==> src/rtl/dm_port_arbiter_if.sv <==
// Signal bundle between the two data-memory masters, the port arbiter and the RAM.
// The arbiter takes the slave view; whoever stands in for the masters and RAM takes the master view.
interface dm_port_arbiter_if;
   logic        req0;
   logic        req1;
   logic [31:0] addr0;
   logic [31:0] addr1;
   logic [31:0] wdata0;
   logic [31:0] wdata1;
   logic [3:0]  byteen0;
   logic [3:0]  byteen1;
   logic        gnt0;
   logic        gnt1;
   logic        rvalid0;
   logic        rvalid1;
   logic [31:0] rdata0;
   logic [31:0] rdata1;
   logic        stall0;
   logic        mem_en;
   logic [31:0] mem_addr;
   logic [31:0] mem_wdata;
   logic [3:0]  mem_byteen;
   logic [31:0] mem_rdata;

   modport slave (
      input  req0, req1, addr0, addr1, wdata0, wdata1, byteen0, byteen1, mem_rdata,
      output gnt0, gnt1, rvalid0, rvalid1, rdata0, rdata1, stall0,
             mem_en, mem_addr, mem_wdata, mem_byteen
   );

   modport master (
      output req0, req1, addr0, addr1, wdata0, wdata1, byteen0, byteen1, mem_rdata,
      input  gnt0, gnt1, rvalid0, rvalid1, rdata0, rdata1, stall0,
             mem_en, mem_addr, mem_wdata, mem_byteen
   );
endinterface

==> src/rtl/dm_port_arbiter.sv <==
// Two-master arbiter for the single data-memory port (1-cycle read latency RAM).
// Define DM_ARB_RR_EN for round-robin; default is port-0 priority with port-1 starvation override.
module dm_port_arbiter #(
   parameter int STARVE_LIMIT = 4,
   parameter int WAIT_W       = 3
) (
   input logic              clk,
   input logic              reset,
   dm_port_arbiter_if.slave bus
);

   logic gnt0;
   logic gnt1;
   logic mem_en;
   logic resp_v_q;
   logic resp_v_d;
   logic resp_id_q;
   logic resp_id_d;

`ifdef DM_ARB_RR_EN
   logic last_grant_q;
   logic last_grant_d;
`else
   localparam logic [WAIT_W-1:0] STARVE_CNT = WAIT_W'(STARVE_LIMIT);

   logic [WAIT_W-1:0] wait_cnt_q;
   logic [WAIT_W-1:0] wait_cnt_d;
   logic              starve;

   assign starve = (wait_cnt_q == STARVE_CNT);
`endif

   always_comb begin
      // NOTE: both grants get a default first so no path leaves them unassigned (no latch).
      gnt0 = 1'b0;
      gnt1 = 1'b0;
      if (bus.req0 && bus.req1) begin
`ifdef DM_ARB_RR_EN
         gnt0 = last_grant_q;
`else
         gnt0 = ~starve;
`endif
         gnt1 = ~gnt0;
      end else begin
         gnt0 = bus.req0;
         gnt1 = bus.req1;
      end
   end

   assign mem_en = gnt0 | gnt1;

   always_comb begin
      bus.mem_addr   = '0;
      bus.mem_wdata  = '0;
      bus.mem_byteen = '0;
      if (gnt1) begin
         bus.mem_addr   = bus.addr1;
         bus.mem_wdata  = bus.wdata1;
         bus.mem_byteen = bus.byteen1;
      end else if (gnt0) begin
         bus.mem_addr   = bus.addr0;
         bus.mem_wdata  = bus.wdata0;
         bus.mem_byteen = bus.byteen0;
      end
   end

   // Every issued access, read or write, owes its master exactly one completion next cycle.
   always_comb begin
      resp_v_d  = mem_en;
      resp_id_d = gnt1;
   end

`ifdef DM_ARB_RR_EN
   always_comb begin
      last_grant_d = last_grant_q;
      if (mem_en) last_grant_d = gnt1;
   end

   always_ff @(posedge clk or posedge reset) begin
      if (reset) last_grant_q <= 1'b1;
      else       last_grant_q <= last_grant_d;
   end
`else
   always_comb begin
      wait_cnt_d = wait_cnt_q;
      if (!bus.req1 || gnt1) wait_cnt_d = '0;
      else if (!starve)      wait_cnt_d = wait_cnt_q + 1'b1;
   end

   always_ff @(posedge clk or posedge reset) begin
      if (reset) wait_cnt_q <= '0;
      else       wait_cnt_q <= wait_cnt_d;
   end
`endif

   always_ff @(posedge clk or posedge reset) begin
      if (reset) begin
         resp_v_q  <= 1'b0;
         resp_id_q <= 1'b0;
      end else begin
         // NOTE: non-blocking so every flop samples pre-edge values regardless of statement order.
         resp_v_q  <= resp_v_d;
         resp_id_q <= resp_id_d;
      end
   end

   assign bus.gnt0    = gnt0;
   assign bus.gnt1    = gnt1;
   assign bus.mem_en  = mem_en;
   assign bus.stall0  = bus.req0 & ~gnt0;
   assign bus.rvalid0 = resp_v_q & ~resp_id_q;
   assign bus.rvalid1 = resp_v_q & resp_id_q;
   assign bus.rdata0  = bus.rvalid0 ? bus.mem_rdata : '0;
   assign bus.rdata1  = bus.rvalid1 ? bus.mem_rdata : '0;

endmodule
==> src/flat_wrapper.sv <==
// flat-port wrapper written by rule: the top's interface ports become plain ports
module dm_port_arbiter_flat 
#(
   parameter int STARVE_LIMIT = 4,
   parameter int WAIT_W       = 3
)
  (clk, reset, bus_req0, bus_req1, bus_addr0, bus_addr1, bus_wdata0, bus_wdata1, bus_byteen0, bus_byteen1, bus_mem_rdata, bus_gnt0, bus_gnt1, bus_rvalid0, bus_rvalid1, bus_rdata0, bus_rdata1, bus_stall0, bus_mem_en, bus_mem_addr, bus_mem_wdata, bus_mem_byteen);
  dm_port_arbiter_if bus_i ();
  input logic clk;
  input logic reset;
  input wire logic [$bits(bus_i.req0)-1:0] bus_req0;
  input wire logic [$bits(bus_i.req1)-1:0] bus_req1;
  input wire logic [$bits(bus_i.addr0)-1:0] bus_addr0;
  input wire logic [$bits(bus_i.addr1)-1:0] bus_addr1;
  input wire logic [$bits(bus_i.wdata0)-1:0] bus_wdata0;
  input wire logic [$bits(bus_i.wdata1)-1:0] bus_wdata1;
  input wire logic [$bits(bus_i.byteen0)-1:0] bus_byteen0;
  input wire logic [$bits(bus_i.byteen1)-1:0] bus_byteen1;
  input wire logic [$bits(bus_i.mem_rdata)-1:0] bus_mem_rdata;
  output wire logic [$bits(bus_i.gnt0)-1:0] bus_gnt0;
  output wire logic [$bits(bus_i.gnt1)-1:0] bus_gnt1;
  output wire logic [$bits(bus_i.rvalid0)-1:0] bus_rvalid0;
  output wire logic [$bits(bus_i.rvalid1)-1:0] bus_rvalid1;
  output wire logic [$bits(bus_i.rdata0)-1:0] bus_rdata0;
  output wire logic [$bits(bus_i.rdata1)-1:0] bus_rdata1;
  output wire logic [$bits(bus_i.stall0)-1:0] bus_stall0;
  output wire logic [$bits(bus_i.mem_en)-1:0] bus_mem_en;
  output wire logic [$bits(bus_i.mem_addr)-1:0] bus_mem_addr;
  output wire logic [$bits(bus_i.mem_wdata)-1:0] bus_mem_wdata;
  output wire logic [$bits(bus_i.mem_byteen)-1:0] bus_mem_byteen;
  assign bus_i.req0 = bus_req0;
  assign bus_i.req1 = bus_req1;
  assign bus_i.addr0 = bus_addr0;
  assign bus_i.addr1 = bus_addr1;
  assign bus_i.wdata0 = bus_wdata0;
  assign bus_i.wdata1 = bus_wdata1;
  assign bus_i.byteen0 = bus_byteen0;
  assign bus_i.byteen1 = bus_byteen1;
  assign bus_i.mem_rdata = bus_mem_rdata;
  assign bus_gnt0 = bus_i.gnt0;
  assign bus_gnt1 = bus_i.gnt1;
  assign bus_rvalid0 = bus_i.rvalid0;
  assign bus_rvalid1 = bus_i.rvalid1;
  assign bus_rdata0 = bus_i.rdata0;
  assign bus_rdata1 = bus_i.rdata1;
  assign bus_stall0 = bus_i.stall0;
  assign bus_mem_en = bus_i.mem_en;
  assign bus_mem_addr = bus_i.mem_addr;
  assign bus_mem_wdata = bus_i.mem_wdata;
  assign bus_mem_byteen = bus_i.mem_byteen;
  dm_port_arbiter #(.STARVE_LIMIT(STARVE_LIMIT), .WAIT_W(WAIT_W)) u_core (.clk(clk), .reset(reset), .bus(bus_i));
endmodule
==> config.mk <==
export PLATFORM = sky130hd
export DESIGN_NAME = dm_port_arbiter_flat
export DESIGN_NICKNAME = d
export VERILOG_FILES = /design/src/rtl/dm_port_arbiter_if.sv /design/src/rtl/dm_port_arbiter.sv /design/src/flat_wrapper.sv
export SDC_FILE = /design/constraint.sdc
export NUM_CORES = 1
export LEC_CHECK = 0
export CORE_AREA = 2 2 119 121
export DETAILED_ROUTE_END_ITERATION = 12
export DIE_AREA = 0 0 121 123
export PLACE_DENSITY = 0.64
export SETUP_SLACK_MARGIN = 0.5
export SYNTH_ARGS = -nofsm -noshare
export SYNTH_HDL_FRONTEND = slang
export SYNTH_SLANG_ARGS = --single-unit
==> constraint.sdc <==
create_clock -name clk -period 1.47 [get_ports clk]
set_input_delay 0.294 -clock clk [delete_from_list [all_inputs] [get_ports clk]]
set_output_delay 0.294 -clock clk [all_outputs]
set_load 0.1 [all_outputs]
# Word level (Yosys, flattened, before mapping)

Index checks and enable logic that the tools add are counted.

Register bits after elaboration: 5
Input bits: 172
Output and inout bits: 138
Logic and storage cells: 28

$add $sub $neg: 1
Equality and inequality tests: 2
Mux-type cells: 12
Bitwise logic cells: 7
Reduce and logical (&&, ||, !) cells: 3

Operators with widths:

| cell                                                           | number |
|---|---|
| 32-bit two-way mux                                             | 6 |
| 4-bit two-way mux                                              | 2 |
| 3-bit two-way mux                                              | 2 |
| 3-bit by 1-bit adder with 3-bit output (second input constant) | 1 |
| 1-bit AND                                                      | 3 |
| 3-bit equality test (second input constant)                    | 1 |
| 1-bit NOT                                                      | 3 |
| 1-bit two-way mux                                              | 2 |
| 2-bit != test (second input constant)                          | 1 |
| 1-bit logical AND                                              | 1 |
| 1-bit zero test                                                | 1 |
| 1-bit logical OR                                               | 1 |
| 1-bit OR                                                       | 1 |

# Longest topological paths before layout

Depth after elaboration: 5
Depth in mapped cells: 7
Depth with buffers taken out: 4

# Least setup slack after synthesis

Ideal clock, no wire load.

Path kind: reg-to-output
From: register u_core.wait_cnt_q[0]
To: output bus_mem_addr[0]
Arrival time: 2.539 ns
Required time: 1.176 ns
Setup slack: -1.363 ns
Stages on the path, launching flop included: 7
Path buffers: 2
Path through: dfrtp_1 > inv_1 > ha_1 > and3_1 > buf_6 > buf_2 > o22ai_1

Longest elaborated chain between the ends: 5

RTL lines:

| what                     | RTL line              | RTL |
|---|---|---|
| start: declaration       | dm_port_arbiter.sv:26 | `logic [WAIT_W-1:0] wait_cnt_q;` |
| start signal: assignment | dm_port_arbiter.sv:92 | `else wait_cnt_q <= wait_cnt_d;` |
| 3-bit equality test (*)  | dm_port_arbiter.sv:30 | `assign starve = (wait_cnt_q == STARVE_CNT);` |
| 1-bit NOT                | dm_port_arbiter.sv:41 | `gnt0 = ~starve;` |
| 1-bit two-way mux        | dm_port_arbiter.sv:37 | `if (bus.req0 && bus.req1) begin` |
| 32-bit two-way mux       | dm_port_arbiter.sv:60 | `end else if (gnt0) begin` |
| 32-bit two-way mux (*)   | dm_port_arbiter.sv:56 | `if (gnt1) begin` |
| end: declaration         | flat_wrapper.sv:28    | `output wire logic [$bits(bus_i.mem_addr)-1:0] bus_mem_addr;` |

Every way passes the cells marked *; elsewhere a longest branch is shown, timed or not.

# Worst setup path in the final report

From: register u_core.wait_cnt_q[0]
To: output bus_mem_addr[1]

The elaborated chain is that of the path after synthesis.

==> summary.md <==
| Metric | Value |
|---|---|
| Total gr overflow | 0 |
| Setup TNS | -47.19 ns |
| Row Count | 43 |
| Synth top cells by count | nand2_1, o22ai_1, and2_1, and3_1, clkbuf_1 |
| Cells after synthesis | 333 |
| Max FO, Critical Path | 11 |
| Number of hold buffers added after CTS | 0 |
| Vias post-DR | 3880 |
| CTS Buffer Depth | 2 |
| DRC Markers | 0 |
| Largest area contributor in the netlist | nand2_1 |
| Max-cap violations | 0 |
| Sequential area share after synthesis | 6.72% |
| Psw | 2720 uW |
| Place WS | -0.280 ns |
| CTS tree | yes |
| Global placer's final weighted congestion | 0.773 |
| Synthesized area | 0.00186 mm^2 |
| H-tree levels | 1 |
| Share of cells above drive strength 1 | 53.3% |
| 1st-iter DRT viols | 119 |
| Boundary pin count | 310 |
| Filler instances | 998 |
| Reg clk slew, reported paths | 0.04 ns |
| Most common cell in the netlist | nand2_1 |
| Ant diodes | 0 |
| Comb pwr share | 88.5% |
| PD cells | 593 mW/mm^2 |
| Switching Share | 52.0% |
| YS warnings | 0 |
| CP Capture Type | primary output |
| Clock Latency Late Sink | 0.23 ns |
| RSZ-0062 raised after global routing | true |
| Antenna violations before repair | 0 |
| Via/cell ratio | 4.55 |
| Critical Path RT | 1.18 ns |
| Post-synth top flop | dfrtp_1 |
| CORE AREA | 0.0136 mm^2 |
| GRT Util Overall | 20.2% |
| Fin crit period | 1.99 ns |
| Maximum vdd drop | 396 uV |
| Max-Slew Margin vs Limit | 74.0% |
| Area grow syn2layout | 374% |
| Status | finished with violations |
| Async SR Flop Fraction | 100% |
| Final ANT Viol Nets | 0 |
| CTS root buf | clkbuf_16 |
| Port Buffer Count | 309 |
| Worst R2R Setup Slack | -0.11 ns |
| Main area contributors after synthesis | nand2_1, o22ai_1, and2_1 |
| WP data arrival | 1.70 ns |
| Final slew viol count | 0 |
| #FFs+latches synth | 5 |
| Internal power | 2510 uW |
| Final hold viol count | 0 |
| Clock Skew | 0.00334 ns |
| Actual slew at the worst max-slew pin | 0.389 ns |
| First-pass GRT wire length | 23700 um |
| WL/cell | 18.4 um |
| Number of buffers created by CTS | 3 |
| Yosys cell types | 21 |
| Final setup violation count | 139 |
| Fmax achieved | 502 MHz |
| Failing checks | negative setup slack |
| NumNets Final | 847 |
| DRT Pass-1 Iters | 4 |
| Starting Density | 13.7% |
| Clock power share | 8.6% |
| Routed wire length | 15600 um |
| Vias in the first global route | 4156 |
| Worst setup margin | -0.521 ns |
| Die W | 121 um |
| Kind of critical path | reg -> out |
| Seq pwr share | 2.9% |
| Die area | 0.0149 mm^2 |
| Mapped Nets | 507 |
| Setup crit start kind | register |
| EDFF count, synth | 0 |
| Clock sinks | 5 |
| Synth Area per Inst | 5.59 um^2 |
| Hold Path Class | in -> async |
| Die Y-Extent | 123 um |
| Crit share post-route | 135% |
| Area share of the largest cell type after synthesis | 27.8% |
| Leakage | 0.00351 uW |
| Pin count of the biggest net entering global routing | 48 |
| Post-DP HPWL | 12100 um |
-- flip-flops by register name, summed over array words and instances, names as in the netlist --
register and cells:
u_core.resp_id_q 1, u_core.wait_cnt_q 3, u_core.resp_v_q 1
-- final cells by class --
cell class / instances / area [um^2] / area share [%]
Timing Repair Buffer: 375 / 5670 / 64.2
Multi-Input combinational cell: 285 / 2710 / 30.7
Tap cell: 180 / 225 / 2.55
Sequential cell: 5 / 128 / 1.45
Clock buffer: 4 / 78.8 / 0.893
Inverter: 3 / 11.3 / 0.128
-- path summary, 6_finish.rpt --
path                                      startpoint                    to  cells after the start
worst max-delay path            u_core.wait_cnt_q[0]       bus_mem_addr[1]                      7
worst min-delay path                           reset  u_core.wait_cnt_q[0]                      2
worst max register to register  u_core.wait_cnt_q[0]  u_core.wait_cnt_q[2]                      5
worst min register to register  u_core.wait_cnt_q[0]  u_core.wait_cnt_q[0]                      3
max in group asynchronous                      reset      u_core.resp_id_q                      2
min in group clk                            bus_req0       u_core.resp_v_q                      3
-- per-stage QoR --
step / total power, uW / cell area (um^2) / util, % / hold WS (ns) / instances
finish: 5240 / 8820 / 64.8 / 0.276 / 852
global route: 5390 / 8820 / 64.8 / 0.312 / 852
CTS: 5240 / 8700 / 63.9 / 0.280 / 846
detailed placement: 4560 / 8060 / 59.2 / 0.520 / 819
global placement: 4530 / 8060 / 59.2 / 0.516 / 819
floorplan: 2820 / 3180 / - / 0.0724 / 333
-- routing by layer --
layer,share of wire [%],GRT usage (%),up-vias
met5,0,0,-
met4,1.2,3.13,0
met3,8.4,5.40,12
met2,56,39.6,201
met1,35,22.0,1830
li1,-,-,1837
-- worst max-delay path: stages, from the launching register on --
cell and delay [ns]:
dfrtp_1 0.36, inv_2 0.05, ha_4 0.17, and3_4 0.19, buf_12 0.16, buf_12 0.15, o22ai_4 0.17, buf_12 0.20
-- power groups by stage --
stage          logic [uW]  registers (uW)  clock network (uW)
2_1_floorplan        2670             154                   0
3_3_place_gp         4370             151                   0
3_5_place_dp         4410             152                   0
4_1_cts              4630             149                 460
5_1_grt              4770             150                 466
6_report             4630             149                 453
-- cells in the final DEF, fill, tap and decap left out, types with 9 or more instances in the layout --
cell type | synthesis | layout
buf_16 | 0 | 9
buf_12 | 0 | 165
clkdlybuf4s50_1 | 0 | 169
buf_4 | 1 | 13
and2_4 | 0 | 33
nand2_1 | 138 | 137
o22ai_4 | 0 | 68
and3_4 | 0 | 33
buf_6 | 5 | 10
-- timing repair --
item                                    CTS  global route
endpoints found under the setup margin  142           142
pin swaps                                33             6
resized for setup                        38             4
gates cloned                             13             1
setup buffers                            10             5
-- logic make-up (layout without fill, tap and decap cells) --
logic type / after synthesis / in the layout / synth area share (%)
compound gates: 70 / 70 / 27.1
simple gates: 213 / 213 / 53.2
fa+ha+maj: 2 / 2 / 1.34
flops: 5 / 5 / 6.72
buf+inv: 43 / 382 / 11.7
Power figures use the tool's default switching activity.
==> patch (same settings) <==
`WAIT_W` is set to 3 in 2 places; all go to 2.
--- a/src/rtl/dm_port_arbiter.sv
+++ b/src/rtl/dm_port_arbiter.sv
@@ -4,3 +4,3 @@
    parameter int STARVE_LIMIT = 4,
-   parameter int WAIT_W       = 3
+   parameter int WAIT_W       = 2
 ) (
--- a/src/flat_wrapper.sv
+++ b/src/flat_wrapper.sv
@@ -4,3 +4,3 @@
    parameter int STARVE_LIMIT = 4,
-   parameter int WAIT_W       = 3
+   parameter int WAIT_W       = 2
 )
Function: changed (Yosys sat finds a counterexample within 4 cycles, from zero or initial values and one cycle with reset high).
==> patch against the original RTL <==
The flow still finishes with violations (setup timing). Wire length decreased by 5.0%. Total power is 5.8% lower. Area after synthesis down 22%. Largest power group unchanged. Register-to-register slack improved by 0.24 ns. Sequential cell count decreased by 1. Design area fell by 8.5%. Largest cell class unchanged. Clock skew barely moved. Worst setup slack worse by 0.052 ns.
==> patch: results (changes against the original RTL) <==
The wire length of the first global-routing pass came to 20400 µm (was 23700 µm). The number of synthesis warnings came out at 0 (unchanged). The internal power is 2.39 mW (was 2.51 mW). The sequential fraction of the synthesis area came to 6.90% (was 6.72%). The via count is 3141 (was 3880). The setup slack of the critical path after layout was -0.573 ns (was -0.521 ns). The biggest fanout along the worst timing path is 8 (was 11). The total nets after synthesis came out at 358 (was 507). Commonest cells post-synth: 68 x a32o_1, 34 x and2_1, 33 x and3_1 (was 138 x nand2_1, 58 x o22ai_1, 33 x and2_1, 33 x and3_1, 22 x clkbuf_1). The capture instance of the worst register-to-register path is u_core.resp_id_q$_DFF_PP0_ (was u_core.wait_cnt_q[2]$_DFFE_PP0P_). The post-route clock skew came out at 0.00334 ns (about the same). The proportion of layout cells with a drive suffix above 1 came out at 66.7% (was 53.3%). The peak supply drop came out at 0.398 mV (was 0.396 mV).

The post-detailed-routing wire length is 14900 µm (was 15600 µm). The post-synthesis cell type count came to 18 (was 21). The pre-CTS worst setup slack is -0.604 ns (was -0.280 ns).

Ranking of synthesized cells by area: a32o_1 47%, and2_1 15%, and3_1 14% (was nand2_1 28%, o22ai_1 19%, and2_1 11%). The total negative slack came out at -52.72 ns (was -47.19 ns). The setup slack on the worst flop-to-flop path came out at 0.13 ns (was -0.11 ns). The half-perimeter wire length after detailed placement was 11300 µm (was 12100 µm).

The weighted congestion at the end of routability-driven global placement was 0.827 (was 0.773). The slew at the pin with the worst max-slew slack is 0.402 ns (was 0.389 ns). The count of nets after finishing is 698 (was 847). Leading registers by flop count: u_core.wait_cnt_q: 2 flops, u_core.resp_id_q: 1 flops, u_core.resp_v_q: 1 flops (was u_core.wait_cnt_q: 3 flops, u_core.resp_id_q: 1 flops, u_core.resp_v_q: 1 flops). The initial antenna violation count came out at 1 (was 0).

Violations in the final reports: setup timing (unchanged). Run status: finished, violations left (unchanged). The data arrival time of the critical path came out at 1.75 ns (was 1.70 ns). The initial detailed-routing violation count came out at 50 (was 119).

The cell area after placement is 7330 µm² (was 8060 µm²). The depth of the most critical reg-to-reg path came out at 6 (was 5). The leakage power came out at 3.18 nW (was 3.51 nW). The maximum number of pins on one net before global-route repair came out at 58 (was 48). The setup-violating endpoint count in the final report came to 137 (was 139).

The number of global-route vias before repair came out at 3410 (was 4156).
==> patch: changes by cell type after synthesis, moves of 2 or more <==
cell and delta:
nand2_1 -137, a32o_1 +68, o22ai_1 -58, o22ai_2 -10, clkbuf_1 -7, buf_6 -3, buf_4 +2, nor2b_1 -2
==> patch: worst max path at each step <==
stage | depth (start not counted) | slack, ns | end
CTS | 6 | -0.57 | bus_mem_wdata[31]
detailed placement | 6 | -0.60 | bus_mem_wdata[0]
global route | 6 | -0.61 | bus_mem_wdata[21]
floorplan | 7 | -0.31 | bus_mem_addr[15]
global placement | 6 | -0.60 | bus_mem_byteen[2]
finish | 6 | -0.57 | bus_mem_wdata[21]
==> patch: worst reg2reg max path: stages, from the launching register on <==
cell      delay, ns
dfrtp_1        0.36
inv_2          0.06
ha_4           0.18
nand2b_4       0.20
buf_8          0.17
and2_4         0.15
buf_6          0.11
==> patch: layout make-up <==
cell class	instances	area, µm²
Fill cell	1048	5540
Timing Repair Buffer	366	5360
Multi-Input combinational cell	146	2290
Tap cell	180	225
Sequential cell	4	103
Clock buffer	4	78.8
Inverter	3	11.3
Antenna cell	2	5.00
==> patch: cell families after synthesis <==
kind of cell	Yosys count	share of synthesized area, %
and+or+nand+nor	73	31.3
DFF	4	6.90
adders and majority gates	2	1.72
buffers and inverters	35	11.9
AOI/OAI and AO/OA	70	48.2
==> patch: metal layers <==
layer	GRT usage, %	wire, µm	part of all wire (%)
met1	18.6	5190	35
met4	3.34	140	0.94
met2	34.0	8000	54
met5	0	0	0
met3	6.18	1530	10
==> patch: repair_timing <==
item	4_1_cts	5_1_grt
endpoints found under the setup margin	142	141
hold buffers	0	0
cloned	8	6
resized for setup	39	15
setup buffers	13	6
pin swaps	2	25
==> patch: power by group through the flow <==
stage | sequential (mW) | clock [mW] | combinational (mW)
6_report | 0.117 | 0.438 | 4.38
5_1_grt | 0.117 | 0.453 | 4.49
4_1_cts | 0.117 | 0.445 | 4.37
3_5_place_dp | 0.119 | 0 | 4.20
3_3_place_gp | 0.118 | 0 | 4.18
2_1_floorplan | 0.121 | 0 | 2.45
==> patch: through the flow <==
| step | cells | hold slack [ns] |
|---|---|---|
| final | 705 | 0.266 |
| after global routing | 704 | 0.280 |
| after CTS | 691 | 0.271 |
| after detailed placement | 666 | 0.474 |
| after global placement | 666 | 0.440 |
| after floorplan | 184 | 0.0599 |
